`src/rtl/tag_check_scheduler.sv`:
```
// tag_check_scheduler
// Time-shares one combinational tag_generation unit between NUM_REQ requesters.
// Each accepted request is either GENERATE (return the tag of a data word) or
// CHECK (also compare that tag against a supplied one). Requesters are granted
// round-robin. Each request passes through IDLE -> GEN -> RESP and produces exactly
// one response. Failed CHECK responses are counted in a saturating counter. A sticky
// alarm stops further grants once that count reaches MISMATCH_LIMIT.
//
// Ports
//   clk, reset     rising-edge clock, asynchronous active-high reset
//   req_valid      per-requester request valid
//   req_op         per-requester op (0 = GENERATE, 1 = CHECK)
//   req_data       requester i data word at [i*DATA_SIZE +: DATA_SIZE]
//   req_tag        requester i expected tag at [i*TAG_SIZE +: TAG_SIZE]
//   req_ready      one-hot grant, asserted only in the grant cycle
//   tg_data        data word presented to the shared tag_generation unit
//   tg_tag         tag returned combinationally by tag_generation
//   rsp_valid      response valid; rsp_ready is the consumer handshake
//   rsp_id         index of the requester being answered
//   rsp_tag        generated tag
//   rsp_ok         1 for GENERATE, tag-match result for CHECK
//   mismatch_cnt   number of failed CHECK responses, saturating at 16'hFFFF
//   alarm          sticky, set when mismatch_cnt reaches MISMATCH_LIMIT
module tag_check_scheduler #(
    parameter int DATA_SIZE      = 32,
    parameter int TAG_SIZE       = 8,
    parameter int NUM_REQ        = 4,
    parameter int MISMATCH_LIMIT = 8,
    localparam int ID_W          = $clog2(NUM_REQ)
) (
    input  logic                          clk,
    input  logic                          reset,
    input  logic [NUM_REQ-1:0]            req_valid,
    input  logic [NUM_REQ-1:0]            req_op,
    input  logic [NUM_REQ*DATA_SIZE-1:0]  req_data,
    input  logic [NUM_REQ*TAG_SIZE-1:0]   req_tag,
    output logic [NUM_REQ-1:0]            req_ready,
    output logic [DATA_SIZE-1:0]          tg_data,
    input  logic [TAG_SIZE-1:0]           tg_tag,
    output logic                          rsp_valid,
    input  logic                          rsp_ready,
    output logic [ID_W-1:0]               rsp_id,
    output logic [TAG_SIZE-1:0]           rsp_tag,
    output logic                          rsp_ok,
    output logic [15:0]                   mismatch_cnt,
    output logic                          alarm
);

    typedef enum logic [1:0] {
        ST_IDLE = 2'd0,
        ST_GEN  = 2'd1,
        ST_RESP = 2'd2
    } state_t;

    state_t                 state_r;
    state_t                 state_next_s;
    logic [ID_W-1:0]        rr_ptr_r;
    logic                   grant_found_s;
    logic [ID_W-1:0]        grant_idx_s;
    logic                   accept_s;
    logic                   handshake_s;
    logic                   op_r;
    logic [DATA_SIZE-1:0]   data_r;
    logic [TAG_SIZE-1:0]    tag_r;
    logic [ID_W-1:0]        id_r;
    logic                   rsp_valid_r;
    logic [TAG_SIZE-1:0]    rsp_tag_r;
    logic                   rsp_ok_r;
    logic [15:0]            mismatch_cnt_r;
    logic [15:0]            mismatch_next_s;
    logic                   alarm_r;

    // Requester index base+offset, wrapped modulo NUM_REQ (offset < NUM_REQ).
    function automatic logic [ID_W-1:0] wrap_idx(input logic [ID_W-1:0] base, input int offset);
        int sum;
        sum = int'(base) + offset;
        return (sum >= NUM_REQ) ? ID_W'(sum - NUM_REQ) : ID_W'(sum);
    endfunction

    // Round-robin search: first valid requester at or after rr_ptr, wrapping.
    always_comb begin
        grant_found_s = 1'b0;
        grant_idx_s   = {ID_W{1'b0}};
        for (int k = 0; k < NUM_REQ; k++) begin
            if (!grant_found_s && req_valid[wrap_idx(rr_ptr_r, k)]) begin
                grant_found_s = 1'b1;
                grant_idx_s   = wrap_idx(rr_ptr_r, k);
            end else begin
                grant_idx_s   = grant_idx_s;
            end
        end
    end

    // A grant only happens from IDLE while the alarm is clear.
    assign accept_s    = (state_r == ST_IDLE) && !alarm_r && grant_found_s;
    assign handshake_s = (state_r == ST_RESP) && rsp_ready;

    // FSM state register.
    always_ff @(posedge clk or posedge reset) begin
        if (reset) begin
            state_r <= ST_IDLE;
        end else begin
            state_r <= state_next_s;
        end
    end

    // FSM next-state logic.
    always_comb begin
        state_next_s = state_r;
        case (state_r)
            ST_IDLE: begin
                if (accept_s) begin
                    state_next_s = ST_GEN;
                end else begin
                    state_next_s = ST_IDLE;
                end
            end
            ST_GEN:  state_next_s = ST_RESP;
            ST_RESP: begin
                if (rsp_ready) begin
                    state_next_s = ST_IDLE;
                end else begin
                    state_next_s = ST_RESP;
                end
            end
            default: state_next_s = ST_IDLE;
        endcase
    end

    // FSM outputs: the one-hot grant is combinational, but held low during reset.
    always_comb begin
        req_ready = {NUM_REQ{1'b0}};
        if (accept_s && !reset) begin
            req_ready[grant_idx_s] = 1'b1;
        end else begin
            req_ready = {NUM_REQ{1'b0}};
        end
    end

    // Mismatch count after a possible failed-CHECK handshake this cycle, saturating.
    always_comb begin
        mismatch_next_s = mismatch_cnt_r;
        if (handshake_s && op_r && !rsp_ok_r && (mismatch_cnt_r != 16'hFFFF)) begin
            mismatch_next_s = mismatch_cnt_r + 16'd1;
        end else begin
            mismatch_next_s = mismatch_cnt_r;
        end
    end

    // Request capture at grant time and round-robin pointer update.
    always_ff @(posedge clk or posedge reset) begin
        if (reset) begin
            op_r     <= 1'b0;
            data_r   <= {DATA_SIZE{1'b0}};
            tag_r    <= {TAG_SIZE{1'b0}};
            id_r     <= {ID_W{1'b0}};
            rr_ptr_r <= {ID_W{1'b0}};
        end else if (accept_s) begin
            op_r     <= req_op[grant_idx_s];
            data_r   <= req_data[int'(grant_idx_s)*DATA_SIZE +: DATA_SIZE];
            tag_r    <= req_tag[int'(grant_idx_s)*TAG_SIZE +: TAG_SIZE];
            id_r     <= grant_idx_s;
            rr_ptr_r <= wrap_idx(grant_idx_s, 1);
        end else begin
            op_r     <= op_r;
        end
    end

    // Response registers: result captured in GEN, valid held until the handshake.
    always_ff @(posedge clk or posedge reset) begin
        if (reset) begin
            rsp_valid_r <= 1'b0;
            rsp_tag_r   <= {TAG_SIZE{1'b0}};
            rsp_ok_r    <= 1'b0;
        end else if (state_r == ST_GEN) begin
            rsp_valid_r <= 1'b1;
            rsp_tag_r   <= tg_tag;
            rsp_ok_r    <= !op_r || (tg_tag == tag_r);
        end else if (handshake_s) begin
            rsp_valid_r <= 1'b0;
        end else begin
            rsp_valid_r <= rsp_valid_r;
        end
    end

    // Mismatch counter and sticky alarm; the alarm rises with the count that reaches the limit.
    always_ff @(posedge clk or posedge reset) begin
        if (reset) begin
            mismatch_cnt_r <= 16'd0;
            alarm_r        <= 1'b0;
        end else begin
            mismatch_cnt_r <= mismatch_next_s;
            alarm_r        <= alarm_r || (mismatch_next_s >= 16'(MISMATCH_LIMIT));
        end
    end

    assign tg_data      = data_r;
    assign rsp_valid    = rsp_valid_r;
    assign rsp_id       = id_r;
    assign rsp_tag      = rsp_tag_r;
    assign rsp_ok       = rsp_ok_r;
    assign mismatch_cnt = mismatch_cnt_r;
    assign alarm        = alarm_r;

endmodule

```
`config.mk`:
```
export PLATFORM = sky130hd
export DESIGN_NAME = tag_check_scheduler
export DESIGN_NICKNAME = d
export VERILOG_FILES = /design/src/rtl/tag_check_scheduler.sv
export SDC_FILE = /design/constraint.sdc
export NUM_CORES = 1
export LEC_CHECK = 0
export ABC_AREA = 1
export CAP_MARGIN = 10
export CORE_UTILIZATION = 46
export CTS_CLUSTER_SIZE = 40
export DETAILED_ROUTE_END_ITERATION = 10
export MAX_ROUTING_LAYER = met4
export PLACE_DENSITY = 0.93
export SETUP_SLACK_MARGIN = 0.02
export SYNTH_ARGS = -nofsm -noshare
export SYNTH_HDL_FRONTEND = slang
export SYNTH_SLANG_ARGS = --single-unit
```
`constraint.sdc`:
```
create_clock -name clk -period 4.2 [get_ports clk]
set_input_delay 0.42 -clock clk [delete_from_list [all_inputs] [get_ports clk]]
set_output_delay 0.42 -clock clk [all_outputs]
set_load 0.01 [all_outputs]
```
# Word level (Yosys, flattened, before mapping)
# Cells that the tools add are included.
# op_classes
muxes	32
n_eq_ne	4
n_reduce_logical	22
addsub	10
shifts	2
order_cmp	12
# op_table
op	n
$shiftx 128x8->32	1
$shiftx 32x6->8	1
$mux 2	10
$add 16x1->16 const B	1
$ge 16x4->1 const B	1
$mux 16	1
$ne 16x16->1 const B	1
$lt 2x3->1 const B	5
$mux 1	13
$ge 3x3->1 const B	4
$logic_and 1x1->1	11
$bmux 1 s2	5
$sub 2x1->2 const B	5
$eq 8x8->1	1
$logic_not 1->1	7
$add 2x1->3 const B	2
$add 2x2->3 const B	2
$pmux 2 s3	1
$mux 4	1
$ge 2x3->1 const B	1
$demux 1 s2	1
$eq 2x1->1 const B	1
$eq 2x2->1 const B	1
$ge 2x1->1 const B	1
3 further kinds	4
# word_totals
reg_bits	74
in_bits	179
output_inout_bits	65
word_cells	93

# Logic depth before layout (Yosys ltp)
# logic_depth
ltp_word	19
depth_mapped	16
ltp_nobuf	14

# Worst setup path after synthesis
# No wires, ideal clock.
# synth_path
kind	in2out
start	in reset
end	out req_ready[0]
arrival_ps	2531
required_time_ps	3780
n_path_buf	0
slack_ps	1249
path_stages	3
path_cell_list	inv_1 -> nand2_1 -> nor2_1
# synth_via
elab_chain_cells	3
# synth_rtl
item	line_no	text
from (decl)	32	input logic reset,
$logic_not 1->1 (no source line)	-	
$logic_and 1x1->1	133	if (accept_s && !reset) begin
$mux 4	133	
to (decl)	37	output logic [NUM_REQ-1:0] req_ready,
# Every way passes these cells.

# Worst setup path after layout
# layout_path
start	reg rr_ptr_r[0]
end	out req_ready[1]
# layout_via
elab_chain_cells	19
elab_cells_between_ends	45
cone_classes	add/sub: 7; order compare: 6; mux: 23; reduce/logical: 9
# layout_rtl
item	line_no	text
from (decl)	57	logic [ID_W-1:0] rr_ptr_r;
from (signal assigned)	157	rr_ptr_r <= {ID_W{1'b0}};
from (signal assigned)	163	rr_ptr_r <= wrap_idx(grant_idx_s, 1);
parallel branches: the longest is 18 deep, another holds $add 2x1->3	-	
$mux 4 (*)	133	
# Every way passes the cells marked *. The select of a mux whose other input is x is not followed.

==> out/results.txt <==
Worst-Skew Late Latency: 0.33 ns
Antenna diode count: 0
Maximum vdd drop: 0.165 mV
Detailed-route via count: 6129
PnR worst setup slack: 0.557 ns
Area grow syn2layout: 50.7%
Total gr overflow: 0
Initial drt markers: 505
Seq cells post-synth: 74
Critical path startpoint category: register
Crit share post-route: 86.7%
Final cell count without fillers: 1221
DR pass1 iterations: 5
# fillers: 924
Worst slew pin tran: 0.979 ns
Top_reg_cell synth: dfrtp_1
Post-CTS sizing: 0
Die footprint: 0.0123 sq mm
Seq/Total Area, Yosys: 34.1%
Setup Viol. Count Final: 0
Share of cells above drive strength 1: 4.55%
Number of I/O pins: 244
Wire length per cell: 14.2 microns
Post-DRT Antenna Nets: 0
Total power: 1.89 mW
Mapped Area: 0.00544 sq mm
F_max: 274 MHz
Total CTS buffers: 9
Vias in the first global route: 6011
Setup crit end kind: primary output
Placed cells: 1205
CTS tree: built
Synth top area share: 34.1%
# port buffers: 243
Routed vias/inst: 5.02
Worst Skew: 0.0155 ns
Status: completed
Data arrival, critical path: 3.22 ns
Final Slew Violations: 0
Net Count, Synth: 1034
Largest net degree at the start of global routing: 91
Clock Sinks: 74
Max-cap violation count: 0
Post-Synthesis Cells: 850
Reg clk slew, reported paths: 0.06 ns
Worst hold stages: 2
TNS Setup: 0 ns
Syn avg cell area: 6.40 sq um
Design area: 0.00819 sq mm
Htree depth: 3
Relative slew slack: 34.7%
Async SR Flop Fraction: 100%
Die X: 111 microns
Hold Vio Cnt, Final: 0
Starting Density: 47.4%
First-pass GRT wire length: 28200 microns
DRC viols: 0
Leak: 4.20 nW
CTS max path bufs: 2
Sequential cell area: 0.00185 sq mm
RSZ-0062 raised after global routing: no
Cell Area, Placed: 0.00787 sq mm
Setup repair bufs after CTS: 0
Synth area leaders: dfrtp_1 34%, nand2_1 22%, nand3_1 12%
Total GRT Usage: 29.3%
Area of the multi-input gates: 0.00281 sq mm
FP Rows: 39
Hold Buf Count CTS: 0
Worst Hold Class: reg -> reg
Dpl hpwl: 13300 microns
Critical path class: reg -> out
Crit path time final: 3.64 ns
Synth unique cells: 29
Most common cell in the netlist: nand2_1
Post-Route WL: 17300 microns
R2R depth: 14
Synth area leader: dfrtp_1
Max FO, Critical Path: 31
Die H: 111 microns
Worst path required time: 3.78 ns
EDFF count, synth: 0
Top cells by instance count after synthesis: 317 x nand2_1, 143 x inv_1, 130 x nand3_1, 74 x dfrtp_1, 29 x nor2_1
Placeable Area: 0.0115 sq mm
Final #Nets: 1257
PwrDens: 231 mW/mm^2
Synth warn: 0
Setup Slack @ Placement: 0.678 ns
Final GP Congestion: 0.960
Root Driver: clkbuf_16
Antenna violations before repair: 0
-- per-layer routing --
| metal | vias to the layer above | global-route usage (%) | wire length, microns |
|---|---|---|---|
| met5 | - | - | 0 |
| met4 | 0 | 14.8 | 835 |
| met3 | 55 | 4.21 | 980 |
| met2 | 277 | 49.6 | 8490 |
| met1 | 2776 | 34.0 | 6990 |
| li1 | 3021 | - | - |
-- sequential cells by signal, summed over array words and instances (netlist names) --
| name | flops |
|---|---|
| rsp_ok | 1 |
| alarm | 1 |
| op_r | 1 |
| state_r | 2 |
| mismatch_cnt | 16 |
| tg_data | 32 |
| tag_r | 8 |
| rsp_id | 2 |
| rsp_valid | 1 |
| rr_ptr_r | 2 |
| rsp_tag | 8 |
-- cell usage in the layout, fill, tap and decap left out, types with 7 or more instances in the layout --
cell type | netlist | layout
o21ai_0 | 13 | 13
nand2_1 | 317 | 317
or2_2 | 7 | 7
or2_0 | 19 | 19
xor2_1 | 19 | 19
nand3b_1 | 18 | 18
nand3_1 | 130 | 130
clkbuf_16 | 0 | 9
clkdlybuf4s50_1 | 0 | 243
inv_1 | 143 | 142
dfrtp_1 | 74 | 74
nor3_1 | 8 | 8
nor2_1 | 29 | 29
-- stage by stage --
step	hold WS, ns	utilization, %
finish	0.478	71.4
global route	0.512	71.4
CTS	0.479	71.4
detailed placement	0.463	68.7
global placement	0.455	68.7
floorplan	0.465	-
-- path summary, 6_finish.rpt --
kind,from,slack (ns),end
min,rsp_tag[4]$_DFFE_PP0P_,0.48,rsp_tag[4]$_DFFE_PP0P_
max in group asynchronous,reset,2.79,mismatch_cnt[9]$_DFF_PP0_
min in group asynchronous,reset,0.73,mismatch_cnt[0]$_DFF_PP0_
max reg2reg,rr_ptr_r[0]$_DFFE_PP0P_,1.13,tg_data[22]$_DFFE_PP0P_
max,rr_ptr_r[0]$_DFFE_PP0P_,0.56,req_ready[1]
min reg2reg,rsp_tag[4]$_DFFE_PP0P_,0.48,rsp_tag[4]$_DFFE_PP0P_
-- critical path, cell delays in order (launching register included) --
cell             delay (ns)
dfrtp_1                0.51
inv_2                  0.20
nand2_1                0.11
nand3_1                0.14
nand2_2                0.11
nor2_4                 0.17
nand3_4                0.10
nand2_4                0.27
nand2_4                0.23
inv_2                  0.12
ha_1                   0.14
inv_1                  0.04
nor2_1                 0.18
clkdlybuf4s50_1        0.58
-- cell families (layout without fill, tap and decap cells) --
kind of cell             after synthesis  count (layout)  synth area share [%]
AO/OA/AOI/OAI                         18              18                  1.75
XOR/XNOR                              20              20                  3.22
AND/OR/NAND/NOR                      548             548                  45.4
adder cells (fa/ha/maj)                5               5                  1.15
buffers and inverters                185             413                  14.4
flip-flops                            74              74                  34.1
-- area by class of cell --
cell class	instances	area share (%)
Inverter	148	6.80
Clock inverter	6	1.10
Timing Repair Buffer	249	30.2
Sequential cell	74	22.6
Clock buffer	10	2.80
Tap cell	143	2.18
Multi-Input combinational cell	591	34.3
-- where the power goes --
part / switching, mW / internal, mW
Combinational: 0.149 / 0.204
Sequential: 0.000300 / 0.714
Clock: 0.302 / 0.523
Power figures use the tool's default switching activity.
==> RTL change 1 (same flow settings) <==
Register the output `alarm` once more, cleared by the reset; this adds one clock of latency there. The other outputs are not delayed to match.
--- a/src/rtl/tag_check_scheduler.sv
+++ b/src/rtl/tag_check_scheduler.sv
@@ -202,3 +202,9 @@
     assign mismatch_cnt = mismatch_cnt_r;
-    assign alarm        = alarm_r;
+    always_ff @(posedge clk or posedge reset) begin
+        if (reset) begin
+            alarm <= '0;
+        end else begin
+            alarm <= alarm_r;
+        end
+    end
 
Formal check against the unedited RTL: no difference found for any inputs over 10 cycles, from zero or initial values and one cycle with reset high; that may be too few to reach the edited logic, so the function may still have changed.
==> RTL change 1 against the unedited design <==
Area after synthesis is 0.55% lower; sequential cell count is 1 higher; largest cell class unchanged; cell area is 0.12% lower; wire length is 3.9% lower; worst setup slack better by 160 ps; total power is 3.6% higher; clock power is 7.9% higher; non-clock buffer count stayed put.
==> RTL change 1: results <==
critical_path:
  cp_slowest_cell: "clkdlybuf4s50_1"
  r2r_slack_ps: 1430
  rr_endpoint: "tg_data[29]$_DFFE_PP0P_"
  r2r_cells: 12
  max_stage_delay_ps: 560
  crit_fanout: 43
  cp.arrival_ps: 3060
placed_design:
  hpwlAfterDp_um: 12500
  gp_congestion: 0.968
  pre_cts_ws_ps: 832
final_layout:
  comb.multi_input.count: 582
  fillers: 911
  buffer_area_share_pct: 30.3
  clkCellAreaFrac_pct: 4.17
  inv_count: 153
  drive_gt1_share_pct: 3.44
  seq_share_pct: 22.9
  fin_nets: 1254
  multiInputGateArea_sq_um: 2730
routing:
  wl_met3_um: 963
  drt-pass1-iter-count: 6
  vias: 6092
  wl_met1_um: 6900
  wl_per_cell_um: 13.6
  drt-initial-drc-count: 461
  met2_length_um: 8180
logic_synthesis:
  synth_nets: 1030
  yosys.cell_types.count: 31
  synth_area_leaders: "dfrtp_1, nand2_1, nand3_1"
  synth_seq_area_share_pct: 34.7
  ys_top_cells_by_count: "nand2_1, inv_1, nand3_1, dfrtp_1, nor2_1"
  ys_ff_latch: 75
global_routing:
  grt_pass1_wl_um: 27200
  met1_usage_pct: 33.7
  gr-usage-all-layers_pct: 28.4
  grt_max_degree: 76
  grt_use_met3_pct: 4.23
  grt_pass1_vias: 5777
  use_met2_pct: 48.7
min_path:
  hold_end: "alarm$_DFF_PP0_"
  hold_path.startpoint: "alarm_r$_DFF_PP0_"
  hold_depth: 0
clock_tree:
  insertion_delay_ps: 330
power:
  p_leak_uw: 0.00420
  switching_share_pct: 23.1
  combPwrFrac_pct: 17.7
  p_clk_share_pct: 45.4
  vdd_drop_max_mv: 0.320
sta:
  post-route-min-period_ps: 3480
  worstMarginPinSlew_ps: 942
  worst_clock_skew_ps: 8.33
outcome:
  status: "finished, final reports clean"
RTL change 1: changes by cell type after synthesis, sizes merged, moves of 2 or more:
cell	before	now
xor2	19	16
clkbuf	9	5
nor3	8	6
nor2	32	28
xnor2	1	3
o21ai	14	11
inv	148	152
buf	28	31
RTL change 1: through the flow:
stage / hold WS, ps / cells / power, uW / cell area (sq um)
4_1_cts: 436 / 1218 / 1970 / 8180
6_report: 434 / 1218 / 1960 / 8180
3_3_place_gp: 418 / 1202 / 1080 / 7840
5_1_grt: 434 / 1218 / 2050 / 8180
3_5_place_dp: 423 / 1202 / 1080 / 7840
2_1_floorplan: 367 / 846 / 891 / 5410
RTL change 1: cell families after synthesis:
logic type / after synthesis / synth area share [%]
compound gates: 15 / 1.43
xor+xnor: 19 / 3.08
fa+ha+maj: 5 / 1.16
buf+inv: 189 / 14.9
flops: 75 / 34.7
simple gates: 543 / 44.7
==> RTL change 2 (same flow settings) <==
Made on the original files. Set the parameter `DATA_SIZE` to 16 (it was 32).
--- a/src/rtl/tag_check_scheduler.sv
+++ b/src/rtl/tag_check_scheduler.sv
@@ -24,3 +24,3 @@
 module tag_check_scheduler #(
-    parameter int DATA_SIZE      = 32,
+    parameter int DATA_SIZE      = 16,
     parameter int TAG_SIZE       = 8,
Interface: changed (resized req_data and tg_data); port bits go from 244 to 164. The function was not compared with the original's and may differ.
==> RTL change 2 against the unedited design <==
Clock skew is 2.9 ps lower; register-to-register slack better by 360 ps; total power is 30% lower; sequential cell count is 16 lower; wire length is 31% lower; final cell count is 28% lower; cell area is 28% lower; die area is 24% lower; worst setup slack worse by 150 ps; area after synthesis is 25% lower; largest power group is now registers.
==> RTL change 2: results <==
outcome:
  status: "finished, final reports clean"
routing:
  via_per_inst: 4.98
  wl_met3_um: 701
  wl_met1_um: 4720
  met2_length_um: 6030
  drt-pass1-iter-count: 6
power:
  total_power_uw: 1330
  switching_share_pct: 25.1
  p_leak_uw: 0.00299
  p_clk_share_pct: 40.5
placed_design:
  portBuffers: 163
  place_inst: 864
  hpwlAfterDp_um: 9370
  place_area_sq_um: 5730
global_routing:
  gr-usage-all-layers_pct: 28.1
  met1_usage_pct: 31.7
  grt_use_met3_pct: 5.95
  use_met2_pct: 48.3
clock_tree:
  root_buffer: "clkbuf_8"
  clkSinkCount: 58
final_layout:
  seq_area_sq_um: 1450
  comb.multi_input.count: 428
  fin_cells: 880
  clkCellAreaFrac_pct: 3.46
  drive_gt1_share_pct: 5.70
  buffer_area_share_pct: 27.7
  fin_nets: 887
  seq_share_pct: 24.4
logic_synthesis:
  synth_area_leaders: "dfrtp_1, nand2_1, nand3_1"
  synth_nets: 733
  ys_top_cells_by_count: "nand2_1, inv_1, nand3_1, dfrtp_1, nor2_1"
  syn_area_per_cell_sq_um: 6.69
critical_path:
  cp.arrival_ps: 3380
  crit_fanout: 24
  cp_slowest_cell: "dfrtp_1"
sta:
  holdWs_ps: 484
  fmax_mhz: 263
min_path:
  hold_path.startpoint: "rsp_tag[3]$_DFFE_PP0P_"
[RTL change 2: changes by cell type after synthesis, sizes merged, moves of 5 or more]
cell	unedited run	this run
nand2	325	224
nand3	133	86
inv	148	105
dfrtp	74	58
nand3b	18	9
buf	28	20
clkbuf	9	2
nor2	32	27
or2	26	21
xor2	19	14
[RTL change 2: logic make-up after synthesis]
logic type / after synthesis / share of synthesized area, %
compound gates: 23 / 2.96
xor+xnor: 19 / 4.06
fa+ha+maj: 5 / 1.53
buf+inv: 127 / 13.4
flops: 58 / 35.4
simple gates: 381 / 42.7
[RTL change 2: path summary, 6_finish.rpt]
check,endpoint,depth (start not counted)
setup / recovery,req_ready[1],14
hold reg to reg,rsp_tag[3]$_DFFE_PP0P_,2
setup reg to reg,tg_data[13]$_DFFE_PP0P_,13
max in group asynchronous,tg_data[0]$_DFFE_PP0P_,3
min in group asynchronous,alarm$_DFF_PP0_,3
hold / removal,rsp_tag[3]$_DFFE_PP0P_,2
